### src/rtl/cpu6_pipe_regs.sv
`default_nettype none
// ============================================================================
// Module   : cpu6_pipe_regs
// Purpose  : Elastic pipeline register chain of DEPTH stages, each DW bits
//            wide, with valid/ready handshake, bubble collapse and a
//            synchronous flush. Placed between cpu6 pipeline stages in place
//            of hand-built load-enable flops and stall logic.
// Revision : 1.0 - initial release
// ----------------------------------------------------------------------------
// Parameters
//   DW     data width in bits (>= 1)
//   DEPTH  number of register stages (>= 1); also the fill latency
// Ports
//   clk        in   rising-edge clock
//   rst        in   asynchronous active-high reset (clears all valid bits)
//   flush      in   synchronous kill of every held entry
//   in_valid   in   upstream presents in_data
//   in_ready   out  chain accepts in_data this cycle
//   in_data    in   upstream payload [DW-1:0]
//   out_valid  out  last stage holds a valid entry
//   out_ready  in   downstream accepts out_data this cycle
//   out_data   out  payload of the last stage [DW-1:0]
//   occ        out  number of valid stages [$clog2(DEPTH+1)-1:0]
// Build option
//   CPU6_PIPE_DATA_RST_EN  when defined, data registers are cleared by rst;
//                          otherwise they have no reset.
// ============================================================================
module cpu6_pipe_regs #(
    parameter int DW    = 32,
    parameter int DEPTH = 2
) (
    input  logic                         clk,
    input  logic                         rst,
    input  logic                         flush,
    input  logic                         in_valid,
    output logic                         in_ready,
    input  logic [DW-1:0]                in_data,
    output logic                         out_valid,
    input  logic                         out_ready,
    output logic [DW-1:0]                out_data,
    output logic [$clog2(DEPTH+1)-1:0]   occ
);

    localparam int c_OCC_W = $clog2(DEPTH+1);

    logic [DEPTH-1:0]  valid_q;
    logic [DEPTH-1:0]  valid_d;
    logic [DEPTH-1:0]  adv;
    logic [DEPTH-1:0]  src_valid;
    logic [DEPTH-1:0]  load;
    logic [DW-1:0]     stage_data [DEPTH];
    logic [DW-1:0]     src_data   [DEPTH];
    logic [c_OCC_W-1:0] occ_sum;

    // ------------------------------------------------------------------
    // Advance chain: a stage moves when it is empty or its successor
    // moves. Evaluated from the output side back so that an empty stage
    // anywhere in the chain lets everything upstream of it advance
    // (bubble collapse). This is the DEPTH-deep out_ready -> in_ready path.
    // ------------------------------------------------------------------
    always_comb begin
        adv            = '0;
        adv[DEPTH-1]   = ~valid_q[DEPTH-1] | out_ready;
        for (int i = DEPTH - 2; i >= 0; i--) begin
            adv[i] = ~valid_q[i] | adv[i+1];
        end
    end

    // Input is refused during flush so nothing new survives the kill.
    assign in_ready = adv[0] & ~flush;

    // ------------------------------------------------------------------
    // Per-stage source selection and data registers
    // ------------------------------------------------------------------
    for (genvar gi = 0; gi < DEPTH; gi++) begin : g_stage
        logic [DW-1:0] data_q;
        logic [DW-1:0] data_d;

        if (gi == 0) begin : g_head
            assign src_valid[gi] = in_valid & in_ready;
            assign src_data[gi]  = in_data;
        end else begin : g_body
            assign src_valid[gi] = valid_q[gi-1];
            assign src_data[gi]  = stage_data[gi-1];
        end

        // Data only captures real entries; an advancing bubble leaves the
        // old payload in place, which is harmless because valid is clear.
        assign load[gi]   = adv[gi] & src_valid[gi];
        assign data_d     = load[gi] ? src_data[gi] : data_q;

`ifdef CPU6_PIPE_DATA_RST_EN
        always_ff @(posedge clk or posedge rst) begin
            if (rst) begin
                data_q <= '0;
            end else begin
                data_q <= data_d;
            end
        end
`else
        always_ff @(posedge clk) begin
            data_q <= data_d;
        end
`endif

        assign stage_data[gi] = data_q;
    end

    // ------------------------------------------------------------------
    // Valid bits: flush dominates, then advance, otherwise hold.
    // ------------------------------------------------------------------
    always_comb begin
        valid_d = valid_q;
        for (int i = 0; i < DEPTH; i++) begin
            if (flush) begin
                valid_d[i] = 1'b0;
            end else if (adv[i]) begin
                valid_d[i] = src_valid[i];
            end
        end
    end

    always_ff @(posedge clk or posedge rst) begin
        if (rst) begin
            valid_q <= '0;
        end else begin
            valid_q <= valid_d;
        end
    end

    // ------------------------------------------------------------------
    // Occupancy: popcount of the valid flops.
    // ------------------------------------------------------------------
    always_comb begin
        occ_sum = '0;
        for (int i = 0; i < DEPTH; i++) begin
            occ_sum = occ_sum + c_OCC_W'(valid_q[i]);
        end
    end

    assign occ       = occ_sum;
    assign out_valid = valid_q[DEPTH-1];
    assign out_data  = stage_data[DEPTH-1];

endmodule

`default_nettype wire

### config.mk
export PLATFORM = sky130hd
export DESIGN_NAME = cpu6_pipe_regs
export DESIGN_NICKNAME = d
export VERILOG_FILES = /design/src/rtl/cpu6_pipe_regs.sv
export SDC_FILE = /design/constraint.sdc
export NUM_CORES = 1
export LEC_CHECK = 0
export ABC_AREA = 1
export CORE_AREA = 2 2 53 75
export CTS_BUF_LIST = sky130_fd_sc_hd__clkbuf_16
export DETAILED_ROUTE_END_ITERATION = 8
export DIE_AREA = 0 0 55 77
export DONT_BUFFER_PORTS = 1
export PLACE_DENSITY = 0.73
export SLEW_MARGIN = 20
export SYNTH_ARGS = -nofsm -noshare
export SYNTH_HDL_FRONTEND = slang
export SYNTH_SLANG_ARGS = --single-unit
### constraint.sdc
create_clock -name clk -period 2.7 [get_ports clk]
set_input_delay 0.135 -clock clk [delete_from_list [all_inputs] [get_ports clk]]
set_output_delay 0.135 -clock clk [all_outputs]
set_load 0.01 [all_outputs]
# Word level (Yosys, flattened, before mapping)
# Index checks and enable logic that the tools add are counted.
classes:
  add_sub_neg: 1
  n_mux: 4
  n_bitwise: 9
  n_reduce_logical: 2
op_table:
  columns: ["cell", "n"]
  rows:
  - ["$and A1 B1 Y1", 4]
  - ["$mux W1", 4]
  - ["$reduce_bool A2 Y1", 2]
  - ["$not A1 Y1", 3]
  - ["$add A1 B1 Y2", 1]
  - ["$or A1 B1 Y1", 2]
word_totals:
  reg_bits: 66
  input_bits: 37
  out_inout_bits: 36
  word_cells: 20

# Longest topological paths before layout
# Gate-level depths: netlist of run 1.
depth:
  word_depth: 7
  depth_mapped: 4
  depth_no_buf: 4

# Worst setup path after synthesis of run 1
# No wires, ideal clock.
synth_timing:
  path_type: "register -> register"
  start: "register valid_q[1]"
  end: "register g_stage[1].data_q[0] (netlist: out_data[0]) (enable)"
  setup_time_ns: 0.432
  arrival_ns: 2.080
  required_time_ns: 2.268
  slack_ns: 0.188
  path_stages_with_launch: 2
  path_buffers: 0
  synth_period_minus_slack_ns: 2.512
  path_cell_list: "dfrtp_1 > a21oi_1"
synth_between:
  elab_chain_len: 3
synth_lines:
  columns: ["element", "line", "text"]
  rows:
  - ["start: declaration", "46", "logic [DEPTH-1:0] valid_q;"]
  - ["start signal: assignment", "127", "valid_q <= valid_d;"]
  - ["$not A1 Y1", "63", "adv[DEPTH-1] = ~valid_q[DEPTH-1] | out_ready;"]
  - ["$or A1 B1 Y1", "63", null]
  - ["$and A1 B1 Y1", "89", "assign load[gi] = adv[gi] & src_valid[gi];"]
  - ["net load[1]", "50", "logic [DEPTH-1:0] load;"]
  - ["end signal: assignment", "102", "data_q <= data_d;"]
  - ["end: declaration", "76", "logic [DW-1:0] data_q;"]
# The timed path passes the listed nets, and every way through them passes these cells.
# A chain may end at the register's enable or synchronous reset.

# Final worst setup path of run 1
layout_timing:
  start: "register valid_q[1]"
  end: "register g_stage[0].data_q[18] (enable)"
layout_between:
  elab_chain_len: 6
layout_lines:
  columns: ["element", "line", "text"]
  rows:
  - ["$not A1 Y1 *", "63", null]
  - ["$or A1 B1 Y1 *", "63", null]
  - ["$or A1 B1 Y1 *", "65", "adv[i] = ~valid_q[i] | adv[i+1];"]
  - ["$and A1 B1 Y1", "70", "assign in_ready = adv[0] & ~flush;"]
  - ["$and A1 B1 Y1", "80", "assign src_valid[gi] = in_valid & in_ready;"]
  - ["$and A1 B1 Y1 *", "89", null]
  - ["net load[0]", "50", null]
  - ["end signal: assignment", "102", null]
  - ["end: declaration", "76", null]
# The timed path passes the listed nets; every way through them passes the cells marked *.

==> impl_metrics.py, run 1 <==
metrics = {
    "outcome": {
        "status": "completed",
    },
    "hold_path": {
        "min_from": "out_ready",
        "min_path_cells": 3,
        "min_path_type": "in -> reg",
    },
    "worst_setup_path": {
        "critPathLaunch": "valid_q[1]$_DFFE_PP0P_",
        "cp_data_arrival_time_ns": 1.82,
        "cp.required_ns": 2.71,
        "reg2regPathDepth": 4,
        "timing.rr.start": "valid_q[1]$_DFFE_PP0P_",
        "path_max_fanout": 12,
        "critPathLaunchType": "flop",
        "end_kind": "flop",
        "worstSetupPathType": "reg -> reg",
    },
    "cts": {
        "clock_sinks": 66,
        "cts_buffer_depth": 2,
        "htree_levels": 3,
        "cts_buffers": 9,
        "clock_latency_ns": 0.31,
        "clkTransAtPathRegs_ns": 0.05,
        "cts_tree": "done",
        "root_buffer": "clkbuf_16",
    },
    "yosys": {
        "synth_area_sq_um": 2050,
        "yosysMostFrequentCell": "edfxtp_1",
        "synth_top_cell_by_area": "edfxtp_1",
        "synth.area.top_cells": "edfxtp_1 (94%), dfrtp_1 (2.4%), inv_1 (1.1%), ha_1 (0.61%), a21oi_1 (0.49%)",
        "synth_mux_area_share_pct": 0,
        "synth_adder_area_share_pct": 0.611,
        "synth_edf_count": 64,
        "async_reset_ff_share_pct": 3.03,
        "synth_cell_type_count": 9,
        "yosysTopAreaCellShare_pct": 93.9,
        "synth_compound_area_share_pct": 0.917,
        "ys_dominant_reg_cell": "edfxtp_1",
        "synthXorXnorAreaFrac_pct": 0,
        "yosys_warnings": 0,
        "synth_top_family_by_area": "buffers and inverters",
        "avgSynthCellArea_sq_um": 25.6,
        "synth-simple-area-share_pct": 1.04,
        "syn_nets": 118,
        "synth_common_cells": "edfxtp_1 (64), inv_1 (6), a21oi_1 (2), dfrtp_1 (2), nand2_1 (2)",
        "syn-instance-count": 80,
        "ys_seq_area_share_pct": 96.3,
        "ys_seq_elements": 66,
    },
    "sta": {
        "hold_violations": 0,
        "slew_violations": 0,
        "rsz0062_at_grt": "no",
        "min_period_over_period_pct": 67.2,
        "min_period_ns": 1.81,
        "fin_skew_ns": 0.00479,
        "timing.slew.headroom_pct": 63.2,
        "fmax_mhz": 551,
        "fin_setup_tns_ns": 0,
        "setup_viol": 0,
        "tightestPinTransition_ns": 0.552,
    },
    "grt": {
        "grt_overflow": 0,
        "antenna_found_initial": 0,
        "grt_start_max_net_pins": 33,
        "grt_pass1_vias": 986,
        "track_usage_pct": 18.2,
        "grt_pass1_wl_um": 5020,
    },
    "run": {
        "drv_cap": 0,
    },
    "die": {
        "placementRows": 26,
        "start_util_pct": 57.2,
        "die_h_um": 77,
        "floorplan.core_area_sq_um": 3580,
        "dieArea_sq_um": 4240,
        "ios": 73,
        "die_w_um": 55,
    },
    "pwr": {
        "peakVddDrop_uv": 808,
        "power_mw": 2.33,
        "leakagePower_nw": 0.990,
        "p_per_area_nw_per_um2": 844,
    },
    "cells_and_area": {
        "fin_nets": 167,
        "drive_gt1_share_pct": 13.4,
        "fillers": 202,
        "syn_to_final_growth_pct": 35.1,
        "n_antenna_cell": 0,
        "multi_input_area_sq_um": 66.3,
        "ff_latch_area_sq_um": 1970,
    },
    "placed_design": {
        "place.port_buffers": 0,
        "gp_congestion": 0.700,
        "dpl.hpwl_um": 1830,
    },
    "drt": {
        "wire_per_inst_um": 18.7,
        "drtAntennaViolNets": 0,
        "vias": 894,
        "finalWirelength_um": 3290,
        "drt_iter0_drc": 22,
        "route.detailed.drc": 0,
        "viasPerCell": 5.08,
        "first_pass_iters": 3,
    },
}
## path summary, 6_finish.rpt
kind | end | slack (ns)
worst max register to register | g_stage[0].data_q[18]$_DFFE_PP_ | 0.89
max in group asynchronous | valid_q[0]$_DFFE_PP0P_ | 2.46
min in group asynchronous | valid_q[1]$_DFFE_PP0P_ | 0.12
worst max-delay path | g_stage[0].data_q[18]$_DFFE_PP_ | 0.89
worst min-delay path | valid_q[1]$_DFFE_PP0P_ | 0.07
worst min register to register | out_data[2]$_DFFE_PP_ | 0.41
## metrics by stage
step           instances  hold slack, ns  setup WS (ns)  utilization, %  cell area, sq um
4_1_cts              176          0.0666          0.930            77.3              2770
3_5_place_dp         125          -0.110          0.945            59.7              2140
3_3_place_gp         125          -0.120           1.00            59.7              2140
2_1_floorplan         80          -0.124          0.188               -              2050
5_1_grt              176          0.0670          0.774            77.3              2770
6_report             176          0.0729          0.887            77.3              2770
## cell families after synthesis
group	Yosys count
flops	66
buf+inv	6
simple gates	4
compound gates	3
fa+ha+maj	1
## state kept, by name (all words and copies together), names as in the netlist
register        flops
valid_q             2
g_stage.data_q     32
out_data           32
## area by class of cell
type                            instances  area share [%]
Multi-Input combinational cell          8            2.40
Sequential cell                        66            71.3
Timing Repair Buffer                   38            13.5
Inverter                                6           0.814
Clock inverter                          7            1.95
Clock buffer                            9            8.14
Tap cell                               42            1.90
## critical path, cell delays in order (launching register included)
cell and delay (ns):
dfrtp_1 0.49, nand3_2 0.16, nand2_1 0.10, nor2_2 0.44, buf_4 0.31
## cells in the final DEF (no fill, tap or decap), drive strengths merged
cell type,count
edfxtp,64
dlygate4sd3,35
inv,9
clkbuf,9
buf,3
clkinv,3
a21oi,3
nand2,2
dfrtp,2
nand3,1
nor2,1
ha,1
bufinv,1
## layer usage
layer / GRT usage, % / share of wire [%] / vias to the layer above
met5: 0 / 0 / -
met4: 10.5 / 2.5 / 0
met3: 8.75 / 7.6 / 9
met2: 28.2 / 54 / 51
met1: 19.2 / 36 / 424
li1: - / - / 410
## where the power goes
| group | internal, mW | switching, mW |
|---|---|---|
| clock | 0.694 | 0.357 |
| sequential | 1.18 | 0.0262 |
| combinational | 0.0409 | 0.0366 |
| total | 1.91 | 0.420 |
## timing repair
action                    4_1_cts  5_1_grt
gates resized for setup         0        0
buffers inserted                0        0
hold endpoints to repair       36        0
hold buffers                   35        0
No activity file was read; power rests on OpenSTA's default activity.
==> run 2: changes to the inputs <==
Clock period 2.7 ns to 1.7 ns, I/O delays scaled along.
==> run 2 against run 1 <==
  * Clock skew shrank 0.0012 ns
  * Via count shrank 0.56%
  * Sequential cell count is the same
  * Sequential share of layout area shrank 0.13 points
  * Highest routed layer unchanged
==> impl_metrics.py, run 2 (synthesis gave the netlist of run 1 again) <==
metrics = {
    "worst_setup_path": {
        "cp.required_ns": 1.95,
        "worstSetupPathType": "reg -> reg",
        "path_max_fanout": 5,
        "crit_chain": "nand3_2 -> a21oi_2 -> dlygate4sd3_1",
        "critPathLaunchType": "flop",
        "end_kind": "flop",
        "cp_data_arrival_time_ns": 1.67,
        "slowest_stage": "dlygate4sd3_1",
        "cp_slowest_stage_delay_ns": 0.56,
        "crit_family": "buffers and inverters",
        "crit_buf_inv": 1,
    },
    "pwr": {
        "leakagePower_nw": 0.984,
        "p_int_mw": 2.89,
        "pwr-share-seq_pct": 54.0,
        "p_per_area_nw_per_um2": 1280,
        "p_clk_share_pct": 42.3,
        "p_sw_share_pct": 18.3,
        "peakVddDrop_uv": 1040,
        "power_mw": 3.54,
        "combPwrFrac_pct": 3.7,
        "power.switching_mw": 0.647,
    },
    "sta": {
        "hold_violations": 0,
        "min_period_ns": 1.42,
        "slew_violations": 0,
        "fin_skew_ns": 0.00358,
        "setup_viol": 0,
        "rsz0062_at_grt": "no",
        "fin_ws_ns": 0.280,
        "timing.slew.headroom_pct": 78.9,
        "fin_setup_tns_ns": 0,
        "tightestPinTransition_ns": 0.316,
        "min_period_over_period_pct": 83.5,
        "fmax_mhz": 704,
    },
    "placed_design": {
        "dpl.hpwl_um": 1770,
        "gp_congestion": 0.711,
        "place.port_buffers": 0,
        "preCtsSetupSlack_ns": 0.313,
    },
    "cells_and_area": {
        "final_util_pct": 77.4,
        "layout_common_cells": "edfxtp_1 (64), dlygate4sd3_1 (35), clkbuf_16 (9)",
        "layout_commonest_cell": "edfxtp_1",
        "syn_to_final_growth_pct": 35.3,
        "drive_gt1_share_pct": 13.4,
        "n_antenna_cell": 0,
        "fin_nets": 167,
    },
    "cts": {
        "postCtsSetupBuffers": 0,
        "cts_buffer_depth": 2,
        "cts_buffers": 9,
        "htree_levels": 3,
        "cts_hold_buffers": 35,
        "clkTransAtPathRegs_ns": 0.05,
        "clock_latency_ns": 0.31,
        "clock_sinks": 66,
        "ctsResizeCount": 0,
        "cts_tree": "done",
        "root_buffer": "clkbuf_16",
    },
    "die": {
        "placementRows": 26,
        "die_h_um": 77,
        "floorplan.core_area_sq_um": 3580,
        "start_util_pct": 57.2,
        "dieArea_sq_um": 4240,
        "ios": 73,
        "die_w_um": 55,
    },
    "drt": {
        "finalWirelength_um": 2870,
        "drtAntennaViolNets": 0,
        "first_pass_iters": 4,
        "route.detailed.drc": 0,
        "vias": 889,
        "viasPerCell": 5.05,
        "wire_per_inst_um": 16.3,
        "drt_iter0_drc": 22,
    },
    "grt": {
        "grt_pass1_vias": 880,
        "grt_overflow": 0,
        "grt_pass1_wl_um": 4190,
        "track_usage_pct": 15.5,
        "grt_start_max_net_pins": 33,
        "antenna_found_initial": 0,
    },
    "hold_path": {
        "min_path_type": "in -> reg",
    },
    "run": {
        "drv_cap": 0,
    },
    "outcome": {
        "status": "completed",
    },
}
-- run 2: worst paths after layout --
path,from,to,slack [ns],cells after the start
hold / removal,out_ready,valid_q[1]$_DFFE_PP0P_,0.02,3
setup / recovery,valid_q[1]$_DFFE_PP0P_,valid_q[0]$_DFFE_PP0P_,0.28,3
min in group asynchronous,rst,valid_q[1]$_DFFE_PP0P_,0.07,2
hold reg to reg,g_stage[0].data_q[16]$_DFFE_PP_,out_data[16]$_DFFE_PP_,0.41,0
setup reg to reg,valid_q[1]$_DFFE_PP0P_,valid_q[0]$_DFFE_PP0P_,0.28,3
max in group asynchronous,rst,valid_q[0]$_DFFE_PP0P_,1.51,2
-- run 2: per-layer routing --
layer / wire length [um] / share of wire, % / track usage, %
met1: 1020 / 35 / 16.4
met2: 1480 / 51 / 22.7
met3: 273 / 9.5 / 8.17
met4: 106 / 3.7 / 11.0
met5: 0 / 0 / 0
-- run 2: layout make-up --
type	count	area [sq um]
Multi-Input combinational cell	8	71.3
Timing Repair Buffer	38	398
Clock buffer	9	225
Tap cell	42	52.6
Clock inverter	7	28.8
Fill cell	206	808
Sequential cell	66	1970
Inverter	6	22.5
-- run 2: power by group through the flow --
| stage | clock network, mW | logic (mW) | registers [mW] |
|---|---|---|---|
| 6_report | 1.50 | 0.130 | 1.91 |
| 5_1_grt | 1.61 | 0.142 | 1.92 |
| 3_5_place_dp | 0 | 0.0658 | 1.94 |
| 4_1_cts | 1.54 | 0.130 | 1.91 |
| 2_1_floorplan | 0 | 0.0407 | 1.94 |
| 3_3_place_gp | 0 | 0.0627 | 1.94 |
-- run 2: stage by stage --
stage | hold slack, ns | std cells | instance area, sq um
after floorplan | -0.174 | 80 | 2070
final | 0.0196 | 176 | 2770
after detailed placement | -0.160 | 125 | 2170
after global routing | 0.0286 | 176 | 2770
after CTS | 0.000258 | 176 | 2770
after global placement | -0.172 | 125 | 2170
-- run 2: worst min-delay path: cells and delay by family --
kind / cells / cell delay [ns]
buffers and inverters: 1 / 0.07
and+or+nand+nor: 1 / 0.07
AOI/OAI and AO/OA: 1 / 0.06
==> run 3: changes to the inputs <==
Settings changed: ABC_AREA 1 to 0, CORE_AREA 2 2 53 75 to 2 2 56 78, DIE_AREA 0 0 55 77 to 0 0 58 80, PLACE_DENSITY 0.73 to 0.7.
Clock period 1.7 ns to 1.23 ns, I/O delays scaled along.
==> run 3 against run 2 <==
  * The run now ends with hold timing, setup timing left
  * Maximum frequency grew 5.8%
  * Non-clock buffer count grew 8
  * Cell count grew 2.8%
  * Synthesized area grew 0.24%
  * Highest routed layer unchanged
  * Wire length grew 17%
==> impl_metrics.py, run 3 <==
metrics = {
    "sta": {
        "whs_ns": -0.0134,
        "min_period_ns": 1.34,
        "rsz0062_at_grt": "yes",
        "hold_violations": 1,
        "slew_violations": 0,
        "min_period_over_period_pct": 109,
        "setup_viol": 65,
        "fmax_mhz": 745,
        "tightestPinTransition_ns": 0.166,
        "fin_ws_ns": -0.112,
        "timing.slew.headroom_pct": 88.9,
        "fin_skew_ns": 0.00488,
    },
    "pwr": {
        "leakagePower_nw": 1.04,
        "peakVddDrop_uv": 1300,
        "p_per_area_nw_per_um2": 1720,
    },
    "worst_setup_path": {
        "crit_chain": "buf_6 -> nor2b_4 -> nor2b_4 -> buf_12",
        "path_max_fanout": 23,
        "critPathLaunch": "valid_q[1]$_DFFE_PP0P_",
        "endpoint": "out_data[31]$_DFFE_PP_",
        "r2r_setup_slack_ns": -0.11,
        "slowest_stage": "dfrtp_1",
        "cp.required_ns": 1.25,
        "timing.rr.start": "valid_q[1]$_DFFE_PP0P_",
        "crit_top_cell": "nor2b_4",
        "worstSetupPathType": "reg -> reg",
        "critPathLaunchType": "flop",
        "worstReg2RegEnd": "out_data[31]$_DFFE_PP_",
        "cp_data_arrival_time_ns": 1.36,
        "cp_slowest_stage_delay_ns": 0.39,
        "reg2regPathDepth": 4,
        "end_kind": "flop",
    },
    "yosys": {
        "ys_seq_elements": 66,
        "avgSynthCellArea_sq_um": 27.0,
        "syn-instance-count": 76,
        "synth_edf_count": 64,
        "yosysMostFrequentCell": "edfxtp_1",
        "synth.area.top_cells": "edfxtp_1 (94%), dfrtp_1 (2.4%), nor2b_4 (0.67%), ha_1 (0.61%), nor3b_2 (0.61%)",
        "synth_common_cells": "edfxtp_1 (64), a21oi_1 (2), dfrtp_1 (2), inv_1 (2)",
        "ys_dominant_reg_cell": "edfxtp_1",
        "synth_cell_type_count": 10,
        "syn_nets": 114,
        "ys_seq_area_share_pct": 96.1,
        "synth_top_cell_by_area": "edfxtp_1",
        "yosys_warnings": 0,
        "synth_area_sq_um": 2050,
        "yosysTopAreaCellShare_pct": 93.7,
        "async_reset_ff_share_pct": 3.03,
    },
    "die": {
        "die_w_um": 58,
        "placementRows": 27,
        "ios": 73,
        "start_util_pct": 52.4,
        "floorplan.core_area_sq_um": 3920,
        "die_h_um": 80,
        "dieArea_sq_um": 4640,
    },
    "hold_path": {
        "min_from": "out_ready",
        "min_path_type": "in -> reg",
    },
    "drt": {
        "wire_per_inst_um": 18.6,
        "first_pass_iters": 5,
        "drt_iter0_drc": 27,
        "vias": 906,
        "drtAntennaViolNets": 0,
        "viasPerCell": 5.01,
        "route.detailed.drc": 0,
        "finalWirelength_um": 3370,
    },
    "cells_and_area": {
        "drive_gt1_share_pct": 18.8,
        "n_antenna_cell": 0,
        "final_area_sq_um": 2870,
        "layout_commonest_cell": "edfxtp_1",
        "syn_to_final_growth_pct": 39.9,
        "fin_nets": 171,
        "layout_common_cells": "edfxtp_1 (64), dlygate4sd3_1 (35), clkbuf_16 (9)",
    },
    "cts": {
        "clock_sinks": 66,
        "root_buffer": "clkbuf_16",
        "cts_buffers": 9,
        "cts_buffer_depth": 2,
        "htree_levels": 3,
        "cts_tree": "done",
        "clkTransAtPathRegs_ns": 0.05,
        "clock_latency_ns": 0.32,
    },
    "grt": {
        "grt_overflow": 0,
        "grt_start_max_net_pins": 24,
        "track_usage_pct": 16.5,
        "antenna_found_initial": 0,
        "grt_pass1_wl_um": 4930,
        "grt_pass1_vias": 973,
    },
    "outcome": {
        "status": "finished with violations",
        "violations": "hold timing, setup timing",
    },
    "placed_design": {
        "preCtsSetupSlack_ns": -0.130,
        "postPlaceCellArea_sq_um": 2190,
        "dpl.hpwl_um": 1890,
        "place.port_buffers": 0,
        "gp_congestion": 0.655,
    },
    "run": {
        "drv_cap": 0,
    },
}
## run 3: cell count changes after synthesis
cell / previous run / this run
nor2_1: 1 / 0
nand3b_1: 0 / 1
o21ba_2: 0 / 1
nor2b_1: 0 / 1
a21oi_2: 1 / 0
inv_1: 6 / 2
nor3b_2: 0 / 1
nand3_2: 1 / 0
nand2_1: 2 / 0
nor2b_4: 0 / 1
## run 3: worst max-delay path: cells and delay by family (launching register included)
family | cells | cell delay, ns
flip-flops | 1 | 0.39
buffers and inverters | 2 | 0.33
AND/OR/NAND/NOR | 2 | 0.32
## run 3: logic make-up (layout without fill, tap and decap cells)
| logic type | count (synthesis) | count (layout) | synth area share (%) |
|---|---|---|---|
| buffers and inverters | 2 | 64 | 0.366 |
| adders and majority gates | 1 | 1 | 0.610 |
| DFF | 66 | 66 | 96.1 |
| AOI/OAI and AO/OA | 3 | 3 | 0.976 |
| and+or+nand+nor | 4 | 4 | 1.95 |
## run 3: worst min-delay path by stage
stage                             end  slack (ns)  cells after the start
3_3_place_gp   valid_q[1]$_DFFE_PP0P_       -0.20                      1
4_1_cts        valid_q[0]$_DFFE_PP0P_       -0.04                      2
3_5_place_dp   valid_q[1]$_DFFE_PP0P_       -0.19                      1
2_1_floorplan  valid_q[0]$_DFFE_PP0P_       -0.20                      1
6_report       valid_q[0]$_DFFE_PP0P_       -0.01                      2
5_1_grt        valid_q[0]$_DFFE_PP0P_       0.009                      2
## run 3: stage by stage
stage / instances / TNS, ns / total power [mW] / util [%] / hold slack [ns]
final: 181 / -4.88 / 4.95 / 73.3 / -0.0134
after detailed placement: 125 / -4.07 / 2.78 / 55.9 / -0.189
after global placement: 125 / -2.57 / 2.77 / 55.9 / -0.196
after floorplan: 76 / -27.42 / 2.73 / - / -0.197
after CTS: 179 / -2.92 / 4.98 / 72.5 / -0.0433
after global routing: 181 / -8.34 / 5.14 / 73.3 / 0.00855
## run 3: final cells by class
cell class / count / area [sq um]
multi-input combinational: 8 / 97.6
clock inverter: 7 / 27.5
sequential: 66 / 1970
inverter: 2 / 7.51
clock buffer: 9 / 225
fill: 247 / 1050
tap: 43 / 53.8
timing repair buffer: 46 / 488
## run 3: what timing repair did
action / CTS / global route
hold buffers: 35 / 0
pin swaps: 1 / 0
endpoints found under the setup margin: 61 / 66
hold endpoints to repair: 36 / 0
gates resized for setup: 9 / 4
setup buffers: 1 / 1
gates cloned: 2 / 1
## run 3: metal layers
layer	up-vias	track usage, %	wire, um
li1	419	-	-
met1	428	15.3	1130
met2	48	26.4	1910
met3	11	6.48	200
met4	0	16.0	133
met5	-	0	0
## run 3: power by group
group	internal (mW)	switching [mW]	total (mW)
Sequential	2.59	0.0499	2.64
Combinational	0.131	0.0896	0.221
Clock	1.31	0.781	2.09
